File: src/rtl/ahb_lite_master_port_if.sv
// Bundle of the command, response and AHB-Lite signals of one initiator port.
// Latency: none, wires only.
// Backpressure: cmd_valid/cmd_ready on the command side; HREADY stalls the bus side.
interface ahb_lite_master_port_if;
    // client command
    logic        cmd_valid;
    logic        cmd_ready;
    logic        cmd_write;
    logic [31:0] cmd_addr;
    logic [2:0]  cmd_size;
    logic [31:0] cmd_wdata;
    // client response
    logic        rsp_valid;
    logic [31:0] rsp_rdata;
    logic        rsp_err;
    // AHB-Lite
    logic [31:0] HADDR;
    logic [1:0]  HTRANS;
    logic        HWRITE;
    logic [2:0]  HSIZE;
    logic [2:0]  HBURST;
    logic [3:0]  HPROT;
    logic        HMASTLOCK;
    logic [31:0] HWDATA;
    logic        HREADY;
    logic        HRESP;
    logic [31:0] HRDATA;

    modport master (
        input  cmd_valid, cmd_write, cmd_addr, cmd_size, cmd_wdata,
        output cmd_ready,
        output rsp_valid, rsp_rdata, rsp_err,
        output HADDR, HTRANS, HWRITE, HSIZE, HBURST, HPROT, HMASTLOCK, HWDATA,
        input  HREADY, HRESP, HRDATA
    );

    modport slave (
        output cmd_valid, cmd_write, cmd_addr, cmd_size, cmd_wdata,
        input  cmd_ready,
        input  rsp_valid, rsp_rdata, rsp_err,
        input  HADDR, HTRANS, HWRITE, HSIZE, HBURST, HPROT, HMASTLOCK, HWDATA,
        output HREADY, HRESP, HRDATA
    );
endinterface

File: src/rtl/ahb_lite_master_port.sv
// Single-transfer AHB-Lite initiator: commands become NONSEQ/SINGLE transfers, one in-order response each.
// Latency: address phase the cycle after acceptance; response 3 cycles after acceptance with a zero-wait slave.
// Backpressure: cmd_ready low while the address slot is stalled or an ERROR/cancel is resolving; responses never stall.
module ahb_lite_master_port #(
    parameter logic [3:0] HPROT_VAL = 4'b0011
) (
    input  logic                   HCLK,
    input  logic                   HRESET,
    ahb_lite_master_port_if.master bus
);
    localparam logic [1:0] HTRANS_IDLE   = 2'b00;
    localparam logic [1:0] HTRANS_NONSEQ = 2'b10;

    // address-phase slot contents
    typedef struct packed {
        logic [31:0] addr;
        logic        write;
        logic [2:0]  size;
        logic [31:0] wdata;
    } a_slot_t;

    // data-phase slot contents
    typedef struct packed {
        logic        write;
        logic [31:0] wdata;
    } d_slot_t;

    logic        a_valid_q, a_valid_d;
    a_slot_t     a_slot_q, a_slot_d;
    logic        d_valid_q, d_valid_d;
    d_slot_t     d_slot_q, d_slot_d;
    logic        err1_q, err1_d;
    logic        cancel_pend_q, cancel_pend_d;
    logic        rsp_valid_q, rsp_valid_d;
    logic        rsp_err_q, rsp_err_d;
    logic [31:0] rsp_rdata_q, rsp_rdata_d;

    logic        cmd_ready;
    logic        accept;
    logic        err_start;

    // Command handshake and first-cycle-of-ERROR detection
    always_comb begin
        cmd_ready = ~err1_q & ~cancel_pend_q & (~a_valid_q | bus.HREADY);
        accept    = bus.cmd_valid & cmd_ready;
        err_start = d_valid_q & bus.HRESP & ~bus.HREADY & ~err1_q;
    end

    // Pipeline advance, response generation and error/cancel bookkeeping
    always_comb begin
        a_valid_d     = a_valid_q;
        a_slot_d      = a_slot_q;
        d_valid_d     = d_valid_q;
        d_slot_d      = d_slot_q;
        err1_d        = err1_q;
        cancel_pend_d = cancel_pend_q;
        rsp_valid_d   = 1'b0;
        rsp_err_d     = 1'b0;
        rsp_rdata_d   = '0;

        // completed phase: address slot moves to data slot, data slot retires
        if (bus.HREADY) begin
            d_valid_d = a_valid_q;
            d_slot_d  = '{write: a_slot_q.write, wdata: a_slot_q.wdata};
            a_valid_d = 1'b0;
            err1_d    = 1'b0;
            if (d_valid_q) begin
                rsp_valid_d = 1'b1;
                rsp_err_d   = bus.HRESP;
                rsp_rdata_d = d_slot_q.write ? 32'd0 : bus.HRDATA;
            end
        end

        // an idle address slot may load even during a data-phase wait state
        if (accept) begin
            a_valid_d = 1'b1;
            a_slot_d  = '{addr:  bus.cmd_addr,
                          write: bus.cmd_write,
                          size:  bus.cmd_size,
                          wdata: bus.cmd_wdata};
        end

        // first ERROR cycle: pull the pending address phase off the bus. A command
        // accepted on this same edge is cancelled too, so it still gets a response.
        if (err_start) begin
            err1_d        = 1'b1;
            a_valid_d     = 1'b0;
            cancel_pend_d = a_valid_q | accept;
        end

        // cancelled command reports the cycle after the errored transfer's response
        if (cancel_pend_q && !err1_q && !d_valid_q) begin
            rsp_valid_d   = 1'b1;
            rsp_err_d     = 1'b1;
            rsp_rdata_d   = '0;
            cancel_pend_d = 1'b0;
        end
    end

    // State registers with synchronous reset
    always_ff @(posedge HCLK) begin
        if (HRESET) begin
            a_valid_q     <= 1'b0;
            a_slot_q      <= '0;
            d_valid_q     <= 1'b0;
            d_slot_q      <= '0;
            err1_q        <= 1'b0;
            cancel_pend_q <= 1'b0;
            rsp_valid_q   <= 1'b0;
            rsp_err_q     <= 1'b0;
            rsp_rdata_q   <= '0;
        end else begin
            a_valid_q     <= a_valid_d;
            a_slot_q      <= a_slot_d;
            d_valid_q     <= d_valid_d;
            d_slot_q      <= d_slot_d;
            err1_q        <= err1_d;
            cancel_pend_q <= cancel_pend_d;
            rsp_valid_q   <= rsp_valid_d;
            rsp_err_q     <= rsp_err_d;
            rsp_rdata_q   <= rsp_rdata_d;
        end
    end

    assign bus.cmd_ready = cmd_ready;
    assign bus.rsp_valid = rsp_valid_q;
    assign bus.rsp_err   = rsp_err_q;
    assign bus.rsp_rdata = rsp_rdata_q;
    assign bus.HTRANS    = a_valid_q ? HTRANS_NONSEQ : HTRANS_IDLE;
    assign bus.HADDR     = a_slot_q.addr;
    assign bus.HWRITE    = a_slot_q.write;
    assign bus.HSIZE     = a_slot_q.size;
    assign bus.HWDATA    = d_valid_q ? d_slot_q.wdata : 32'd0;
    assign bus.HBURST    = 3'b000;
    assign bus.HPROT     = HPROT_VAL;
    assign bus.HMASTLOCK = 1'b0;
endmodule

File: src/flat_wrapper.sv
// flat-port wrapper written by rule: the top's interface ports become plain ports
module ahb_lite_master_port_flat 
#(
    parameter logic [3:0] HPROT_VAL = 4'b0011
)
  (HCLK, HRESET, bus_cmd_valid, bus_cmd_write, bus_cmd_addr, bus_cmd_size, bus_cmd_wdata, bus_cmd_ready, bus_rsp_valid, bus_rsp_rdata, bus_rsp_err, bus_HADDR, bus_HTRANS, bus_HWRITE, bus_HSIZE, bus_HBURST, bus_HPROT, bus_HMASTLOCK, bus_HWDATA, bus_HREADY, bus_HRESP, bus_HRDATA);
  ahb_lite_master_port_if bus_i ();
  input  logic HCLK;
  input  logic HRESET;
  input wire logic [$bits(bus_i.cmd_valid)-1:0] bus_cmd_valid;
  input wire logic [$bits(bus_i.cmd_write)-1:0] bus_cmd_write;
  input wire logic [$bits(bus_i.cmd_addr)-1:0] bus_cmd_addr;
  input wire logic [$bits(bus_i.cmd_size)-1:0] bus_cmd_size;
  input wire logic [$bits(bus_i.cmd_wdata)-1:0] bus_cmd_wdata;
  output wire logic [$bits(bus_i.cmd_ready)-1:0] bus_cmd_ready;
  output wire logic [$bits(bus_i.rsp_valid)-1:0] bus_rsp_valid;
  output wire logic [$bits(bus_i.rsp_rdata)-1:0] bus_rsp_rdata;
  output wire logic [$bits(bus_i.rsp_err)-1:0] bus_rsp_err;
  output wire logic [$bits(bus_i.HADDR)-1:0] bus_HADDR;
  output wire logic [$bits(bus_i.HTRANS)-1:0] bus_HTRANS;
  output wire logic [$bits(bus_i.HWRITE)-1:0] bus_HWRITE;
  output wire logic [$bits(bus_i.HSIZE)-1:0] bus_HSIZE;
  output wire logic [$bits(bus_i.HBURST)-1:0] bus_HBURST;
  output wire logic [$bits(bus_i.HPROT)-1:0] bus_HPROT;
  output wire logic [$bits(bus_i.HMASTLOCK)-1:0] bus_HMASTLOCK;
  output wire logic [$bits(bus_i.HWDATA)-1:0] bus_HWDATA;
  input wire logic [$bits(bus_i.HREADY)-1:0] bus_HREADY;
  input wire logic [$bits(bus_i.HRESP)-1:0] bus_HRESP;
  input wire logic [$bits(bus_i.HRDATA)-1:0] bus_HRDATA;
  assign bus_i.cmd_valid = bus_cmd_valid;
  assign bus_i.cmd_write = bus_cmd_write;
  assign bus_i.cmd_addr = bus_cmd_addr;
  assign bus_i.cmd_size = bus_cmd_size;
  assign bus_i.cmd_wdata = bus_cmd_wdata;
  assign bus_cmd_ready = bus_i.cmd_ready;
  assign bus_rsp_valid = bus_i.rsp_valid;
  assign bus_rsp_rdata = bus_i.rsp_rdata;
  assign bus_rsp_err = bus_i.rsp_err;
  assign bus_HADDR = bus_i.HADDR;
  assign bus_HTRANS = bus_i.HTRANS;
  assign bus_HWRITE = bus_i.HWRITE;
  assign bus_HSIZE = bus_i.HSIZE;
  assign bus_HBURST = bus_i.HBURST;
  assign bus_HPROT = bus_i.HPROT;
  assign bus_HMASTLOCK = bus_i.HMASTLOCK;
  assign bus_HWDATA = bus_i.HWDATA;
  assign bus_i.HREADY = bus_HREADY;
  assign bus_i.HRESP = bus_HRESP;
  assign bus_i.HRDATA = bus_HRDATA;
  ahb_lite_master_port #(.HPROT_VAL(HPROT_VAL)) u_core (.HCLK(HCLK), .HRESET(HRESET), .bus(bus_i));
endmodule
File: config.mk
export PLATFORM = sky130hd
export DESIGN_NAME = ahb_lite_master_port_flat
export DESIGN_NICKNAME = d
export VERILOG_FILES = /design/src/rtl/ahb_lite_master_port_if.sv /design/src/rtl/ahb_lite_master_port.sv /design/src/flat_wrapper.sv
export SDC_FILE = /design/constraint.sdc
export NUM_CORES = 1
export LEC_CHECK = 0
export CAP_MARGIN = 15
export CELL_PAD_IN_SITES_DETAIL_PLACEMENT = 0
export CELL_PAD_IN_SITES_GLOBAL_PLACEMENT = 1
export CORE_ASPECT_RATIO = 0.75
export CORE_MARGIN = 8
export CORE_UTILIZATION = 35
export DETAILED_ROUTE_END_ITERATION = 8
export PLACE_DENSITY = 0.87
export SYNTH_ARGS = -nofsm -noshare
export SYNTH_HDL_FRONTEND = slang
export SYNTH_SLANG_ARGS = --single-unit
File: constraint.sdc
create_clock -name HCLK -period 3.7 [get_ports HCLK]
set_input_delay 0.925 -clock HCLK [delete_from_list [all_inputs] [get_ports HCLK]]
set_output_delay 0.925 -clock HCLK [all_outputs]
set_load 0.01 [all_outputs]
==> run summary, run 1 <==
===========================================================================================
Number of CTS-inserted buffers                                                           17
Number of global-route vias before repair                                             4,751
Initial Util                                                                          35.2%
Worst min-delay path startpoint                                                u_core.d_slot_q[14]$_SDFFE_PP0P_
Static leakage power                                                                3.13 nW
Run status                                                                     finished clean
Share of cells above drive strength 1                                                 6.62%
Sequential cell area                                                               2780 µm²
Worst hold margin                                                                  0.486 ns
Pin count of the biggest net entering global routing                                     72
Hold Path Cell Cnt                                                                        2
Final-stage net count                                                                   848
Aggregate negative setup slack                                                         0 ns
Total wire length                                                                   16.9 mm
Max-slew violation total from the final report                                            0
Port Buffer Count                                                                       208
Drt drc                                                                                   0
Clock slew at the register clock pins of the worst setup and hold paths             0.06 ns
Register-to-Register Path Depth                                                           5
CTS max path bufs                                                                         2
Met3 layer usage reported by global route                                             9.21%
Count of H-tree levels built during CTS                                                   4
Cell area reported after detailed placement                                        7690 µm²
Clock tree root buffer cell                                                       clkbuf_16
Horizontal die dimension                                                             165 µm
Warnings, synthesis                                                                       0
Slew at the pin with the worst max-slew slack                                      0.806 ns
Highest achievable clock rate                                                     0.348 GHz
Boundary Pins                                                                           218
Average wire length per cell after detail routing                                   17.4 µm
Average footprint of a synthesized cell                                            9.69 µm²
Number of buffers inserted by hold repair at cts                                          0
Remaining antenna violation count after routing                                           0
Count of endpoints failing hold in the final timing report                                0
Cell area power density                                                          459 nW/µm²
CP Data Arrival Time                                                                1.95 ns
Core Region                                                                      16,600 µm²
Initial antenna violation count                                                           0
Count of state elements after synthesis                                                 139
GP Congestion                                                                         0.726
Multi-input gate area in the final layout                                          2210 µm²
Met1 Resource Use GR                                                                  18.1%
Reg-to-Reg End                                                                 u_core.bus.HSIZE[0]$_SDFFE_PP0P_
Die extent in y                                                                      128 µm
Reg-to-reg startpoint                                                          u_core.err1_q$_SDFFE_PP0P_
HP Class                                                                         reg -> reg
Minimum clock period                                                                2.87 ns
Highest fanout seen on the critical path                                                 21
CTS tree                                                                               done
Critical path class                                                              reg -> out
Gr usage total                                                                        15.5%
Gr busiest metal                                                                       met2
Sink of the worst hold path                                                    u_core.d_slot_q[14]$_SDFFE_PP0P_
Max-cap violation count                                                                   0
Normalized max-slew margin                                                            46.2%
Mapped Cells                                                                            602
Final setup vio count                                                                     0
Drt via density                                                                        4.90
Max rail drop VDD                                                                  0.338 mV
Setup repair after global routing missed its margin                                      no
Half-perimeter wire length after detailed placement                                 11.2 mm
Worst setup SP type                                                                register
Clock skew                                                                       0.00864 ns
Final design instance area without fill                                            8320 µm²
P&R area growth vs syn                                                                42.6%
Core Util, Final                                                                      50.2%
Post-CTS resize count                                                                     0
FF-to-FF setup slack                                                                1.35 ns
Critical Path End Type                                                         primary output
Grt met2 use                                                                          23.8%
GRT Residual Overflow                                                                     0
TritonCTS sink count                                                                    139
Number of placement rows                                                                 41
Post-synthesis sequential area ratio                                                  47.7%
CP Data Required Time                                                               2.77 ns
Clock insertion delay at the later pin of the skew report                           0.41 ns
Wire length of the first global-routing pass                                        25.8 mm
Number of design-rule violations left by the first detailed-router iteration            319
Number of distinct standard cells referenced by the synthesized netlist                  27
Routed vias                                                                           4,760
Detailed-routing iteration count for the pre-antenna-repair pass                          5
Netlist Area Pre-Place                                                             5840 µm²
Final-layout fill cell count                                                          1,571
Die area                                                                         21,100 µm²
Share of the clock period used by the worst path after layout                         77.7%
Number of setup buffers added after CTS                                                   0
===========================================================================================
[layout by cell type (no fill, tap or decap), drive strengths merged]
cell	count
a211oi	1
a21oi	3
a311oi	68
a31o	68
a31oi	1
and2	65
and3	1
buf	16
bufinv	4
clkbuf	21
clkdlybuf4s50	205
clkinv	4
clkinvlp	1
conb	9
dfxtp	139
diode	1
inv	71
mux2i	34
nand2	1
nand2b	1
nand3	2
nor2	35
nor3	2
nor4bb	1
o211ai	1
or3b	1
[how the worst max path moves through the flow]
stage	start	end	slack (ns)	cells past startpoint
3_3_place_gp	bus_HREADY	u_core.bus.HADDR[28]$_SDFFE_PP0P_	0.95	6
6_report	u_core.err1_q$_SDFFE_PP0P_	bus_cmd_ready	0.83	3
2_1_floorplan	bus_HREADY	bus_cmd_ready	1.18	4
5_1_grt	u_core.err1_q$_SDFFE_PP0P_	bus_cmd_ready	0.71	3
3_5_place_dp	bus_HREADY	u_core.a_slot_q[21]$_SDFFE_PP0P_	0.93	6
4_1_cts	u_core.err1_q$_SDFFE_PP0P_	bus_cmd_ready	0.79	3
[worst max-delay path, stage by stage, from the launching register on]
cell and delay, ns:
dfxtp_1 0.35, nor2_4 0.45, and2_1 0.20, clkdlybuf4s50_1 0.53
[area by class of cell]
| class | count | share of cell area [%] |
|---|---|---|
| Sequential cell | 139 | 33.4 |
| Inverter | 70 | 3.16 |
| Timing Repair Buffer | 221 | 26.0 |
| Antenna cell | 1 | 0.0301 |
| Multi-Input combinational cell | 294 | 26.6 |
| Tap cell | 215 | 3.23 |
| Clock inverter | 10 | 1.97 |
| Clock buffer | 21 | 5.53 |
[sequential cells by signal, summed over array words and instances (netlist names)]
signal                cells
u_core.d_valid_q          1
u_core.bus.HADDR         32
u_core.cancel_pend_q      1
u_core.a_slot_q          32
u_core.bus.rsp_valid      1
u_core.bus.rsp_err        1
u_core.bus.HWRITE         1
u_core.err1_q             1
u_core.a_valid_q          1
u_core.bus.HSIZE          3
u_core.d_slot_q          33
u_core.bus.rsp_rdata     32
[where the power goes]
group | leakage [nW] | switching, W | internal, W
clock network | 0.304 | 0.000625 | 0.00116
registers | 1.13 | 0.0000351 | 0.00157
logic | 1.69 | 0.000196 | 0.000230
total | 3.13 | 0.000856 | 0.00296
[kinds of logic (layout without fill, tap and decap cells)]
family | after synthesis | in the layout | synth area share, %
flip-flops | 139 | 139 | 47.7
AND/OR/NAND/NOR | 109 | 109 | 10.2
other | 2 | 10 | 0.129
AO/OA/AOI/OAI | 142 | 142 | 21.0
multiplexers | 34 | 34 | 5.83
buffers and inverters | 176 | 322 | 15.1
[per-layer routing]
metal	up-vias	wire, µm
li1	2327	-
met1	2251	6940
met2	175	7630
met3	7	2270
met4	0	80
met5	-	0
[metrics by stage]
step / instances / setup slack (ns) / power, W
floorplan: 609 / 1.18 / 0.00188
global placement: 939 / 0.946 / 0.00206
detailed placement: 939 / 0.925 / 0.00206
CTS: 970 / 0.790 / 0.00386
global route: 970 / 0.715 / 0.00396
finish: 971 / 0.826 / 0.00382
[cell usage after synthesis]
master / instances / area (µm²)
a211oi_1: 1 / 7.51
a21oi_1: 3 / 15.0
a311oi_1: 68 / 596
a31o_1: 68 / 596
a31oi_1: 1 / 6.26
and2_1: 65 / 407
and3_1: 1 / 6.26
buf_1: 1 / 3.75
buf_2: 17 / 85.1
buf_4: 45 / 338
buf_6: 4 / 45.0
clkbuf_1: 38 / 143
clkbuf_2: 1 / 5.00
conb_1: 2 / 7.51
dfxtp_1: 139 / 2780
inv_1: 69 / 259
inv_2: 1 / 3.75
mux2i_1: 34 / 340
nand2_1: 1 / 3.75
nand2b_1: 1 / 6.26
nand3_1: 2 / 10.0
nor2_1: 34 / 128
nor2_2: 1 / 6.26
nor3_1: 2 / 10.0
nor4bb_1: 1 / 10.0
o211ai_1: 1 / 7.51
or3b_1: 1 / 8.76
Power figures use the tool's default switching activity.
==> run 2: changes to the inputs <==
--- a/config.mk
+++ b/config.mk
@@ -10,9 +10,9 @@
 export CELL_PAD_IN_SITES_GLOBAL_PLACEMENT = 1
 export CORE_ASPECT_RATIO = 0.75
 export CORE_MARGIN = 8
-export CORE_UTILIZATION = 35
+export CORE_UTILIZATION = 33
 export DETAILED_ROUTE_END_ITERATION = 8
-export PLACE_DENSITY = 0.87
+export PLACE_DENSITY = 0.83
 export SYNTH_ARGS = -nofsm -noshare
 export SYNTH_HDL_FRONTEND = slang
 export SYNTH_SLANG_ARGS = --single-unit
==> constraint.sdc (replaced) <==
create_clock -name HCLK -period 2.95 [get_ports HCLK]
set_input_delay 0.7375 -clock HCLK [delete_from_list [all_inputs] [get_ports HCLK]]
set_output_delay 0.7375 -clock HCLK [all_outputs]
set_load 0.01 [all_outputs]
==> run 2 against run 1 <==
  * Via count is essentially flat
  * Setup slack got worse by 0.46 ns
  * Sequential power increased by 26%
  * Largest cell class unchanged
  * Largest power group unchanged
==> run summary, run 2 (synthesis results as in run 1) <==
===========================================================================================
Register name with the most flops                                              u_core.d_slot_q
Drt drc                                                                                   0   unchanged
Initial Util                                                                          33.3%   -1.9 points
Critical path class                                                              reg -> out
Initial antenna violation count                                                           0   unchanged
Wire length of the first global-routing pass                                        27.4 mm   +5.9%
Number of CTS-inserted buffers                                                           17   unchanged
Leading cell type in the layout, fill and taps excluded                        clkdlybuf4s50_1
Clock skew                                                                       0.00786 ns   -0.000778 ns
Half-perimeter wire length after detailed placement                                 11.3 mm   +1.3%
Drt via density                                                                        4.76   -2.8%
Minimum clock period                                                                2.58 ns
Detailed-routing iteration count for the pre-antenna-repair pass                          4   -1
Number of design-rule violations left by the first detailed-router iteration            368   +15%
P&R area growth vs syn                                                                43.0%
Grt met2 use                                                                          22.6%   -1.2 points
Final total power                                                                 0.00471 W   +23%
Flip-flop count of the largest register after layout                                     33   unchanged
Average wire length per cell after detail routing                                   17.4 µm   about the same
Max rail drop VDD                                                                  0.325 mV   -3.9%
CP Data Arrival Time                                                                1.85 ns   -0.10 ns
CP Data Required Time                                                               2.21 ns   -0.56 ns
GRT Residual Overflow                                                                     0   unchanged
TritonCTS sink count                                                                    139   unchanged
Post-CTS resize count                                                                     0   unchanged
Final-stage net count                                                                   849   +0.12%
Cell type group with the largest total delay on the critical path              buffers and inverters
Met1 Resource Use GR                                                                  19.0%   +0.86 points
Worst hold margin                                                                  0.486 ns   +0.000119 ns
Critical Path End Type                                                         primary output
Die area                                                                         22,200 µm²   +5.4%
Slew at the pin with the worst max-slew slack                                      0.816 ns   +0.00969 ns
Commonest non-fill, non-tap cells in the layout                                205 x clkdlybuf4s50_1, 139 x dfxtp_1, 69 x inv_1
Gr usage total                                                                        15.6%   +0.052 points
HP Class                                                                         reg -> reg
Cells along the critical path                                                  buf_12, and2_1, clkdlybuf4s50_1
Library cell contributing the largest single delay on the critical path        clkdlybuf4s50_1
Worst setup SP type                                                                register
Final-layout fill cell count                                                          1,695   +7.9%
Aggregate negative setup slack                                                         0 ns   unchanged
CTS tree                                                                               done
Number of placement rows                                                                 42   +2.4%
Port Buffer Count                                                                       208   unchanged
Gr busiest metal                                                                       met2
Remaining antenna violation count after routing                                           0   unchanged
Share of cells above drive strength 1                                                 6.75%   +0.12 points
Run status                                                                     finished clean
Highest achievable clock rate                                                     0.387 GHz
Pin count of the biggest net entering global routing                                     71   -1.4%
Count of endpoints failing hold in the final timing report                                0   unchanged
Clock insertion delay at the later pin of the skew report                           0.41 ns   about the same
Count of H-tree levels built during CTS                                                   4   unchanged
Max-cap violation count                                                                   0   unchanged
GP Congestion                                                                         0.708   -2.4%
Horizontal die dimension                                                             170 µm   +2.7%
Total wire length                                                                   17.4 mm   +2.9%
Highest fanout seen on the critical path                                                 33   +57%
Max-slew violation total from the final report                                            0   unchanged
Final setup vio count                                                                     0   unchanged
Number of global-route vias before repair                                             4,810   +1.2%
Clock slew at the register clock pins of the worst setup and hold paths             0.06 ns   about the same
Core Util, Final                                                                      47.7%   -2.5 points
Die extent in y                                                                      131 µm   +2.6%
Routed vias                                                                           4,764   +0.084%
Post-place setup slack                                                             0.578 ns   -0.348 ns
Normalized max-slew margin                                                            45.6%   -0.65 points
CTS max path bufs                                                                         2   unchanged
Boundary Pins                                                                           218   unchanged
Share of the clock period used by the worst path after layout                         87.6%
Setup repair after global routing missed its margin                                      no
Bufs and invs on worst path                                                               2   +1
Clock tree root buffer cell                                                       clkbuf_16
Core Region                                                                      17,500 µm²   +5.6%
Number of setup buffers added after CTS                                                   0   unchanged
Number of buffers inserted by hold repair at cts                                          0   unchanged
Cell area power density                                                          564 nW/µm²   +23%
Met3 layer usage reported by global route                                             9.34%   +0.13 points
Slack of the critical path                                                         0.365 ns   -0.461 ns
Biggest cell delay along the critical path                                          0.59 ns   +0.06 ns
Static leakage power                                                                3.11 nW   -0.45%
===========================================================================================
## run 2: cell types whose count changed in the layout (fill, tap and decap cells not counted), sizes merged
cell      before  now
diode          1    2
clkinvlp       1    3
clkbuf        21   20
bufinv         4    3
buf           16   17
## run 2: metrics by stage
stage / cells / area (µm²)
floorplan: 609 / 5860
global placement: 967 / 7750
detailed placement: 967 / 7750
CTS: 998 / 8340
global route: 998 / 8340
finish: 1000 / 8340
## run 2: worst register-to-register path, stage by stage (launching register included)
cell and delay, ns:
dfxtp_1 0.36, nor2_4 0.17, and3_2 0.57, buf_4 0.41
a31o_1 0.21
## run 2: cell type report
type	count	area (µm²)	area share (%)
clock inverters	11	145	1.74
repair buffers	222	2190	26.2
clock buffers	20	447	5.35
inverters	70	263	3.15
multi-input cells	294	2210	26.5
diodes	2	5.00	0.0600
flip-flops and latches	139	2780	33.4
well taps	242	303	3.63
## run 2: path summary, 6_finish.rpt
kind                                                         end                             start  cells past startpoint  slack [ns]
worst max register to register  u_core.bus.HADDR[3]$_SDFFE_PP0P_        u_core.err1_q$_SDFFE_PP0P_                      4        1.18
worst min register to register  u_core.d_slot_q[14]$_SDFFE_PP0P_  u_core.d_slot_q[14]$_SDFFE_PP0P_                      2        0.49
worst max-delay path                              bus_HWDATA[26]     u_core.d_valid_q$_SDFFE_PP0P_                      3        0.37
worst min-delay path            u_core.d_slot_q[14]$_SDFFE_PP0P_  u_core.d_slot_q[14]$_SDFFE_PP0P_                      2        0.49
## run 2: routing by layer
layer / vias to the layer above / share of wire, % / wire, µm
li1: 2334 / - / -
met1: 2256 / 43 / 7490
met2: 164 / 43 / 7490
met3: 10 / 13 / 2290
met4: 0 / 0.81 / 141
met5: - / 0 / 0
## run 2: report_power, final
part / switching (W) / internal, W
registers: 0.0000447 / 0.00197
logic: 0.000248 / 0.000291
clock network: 0.000812 / 0.00135
total: 0.00111 / 0.00360
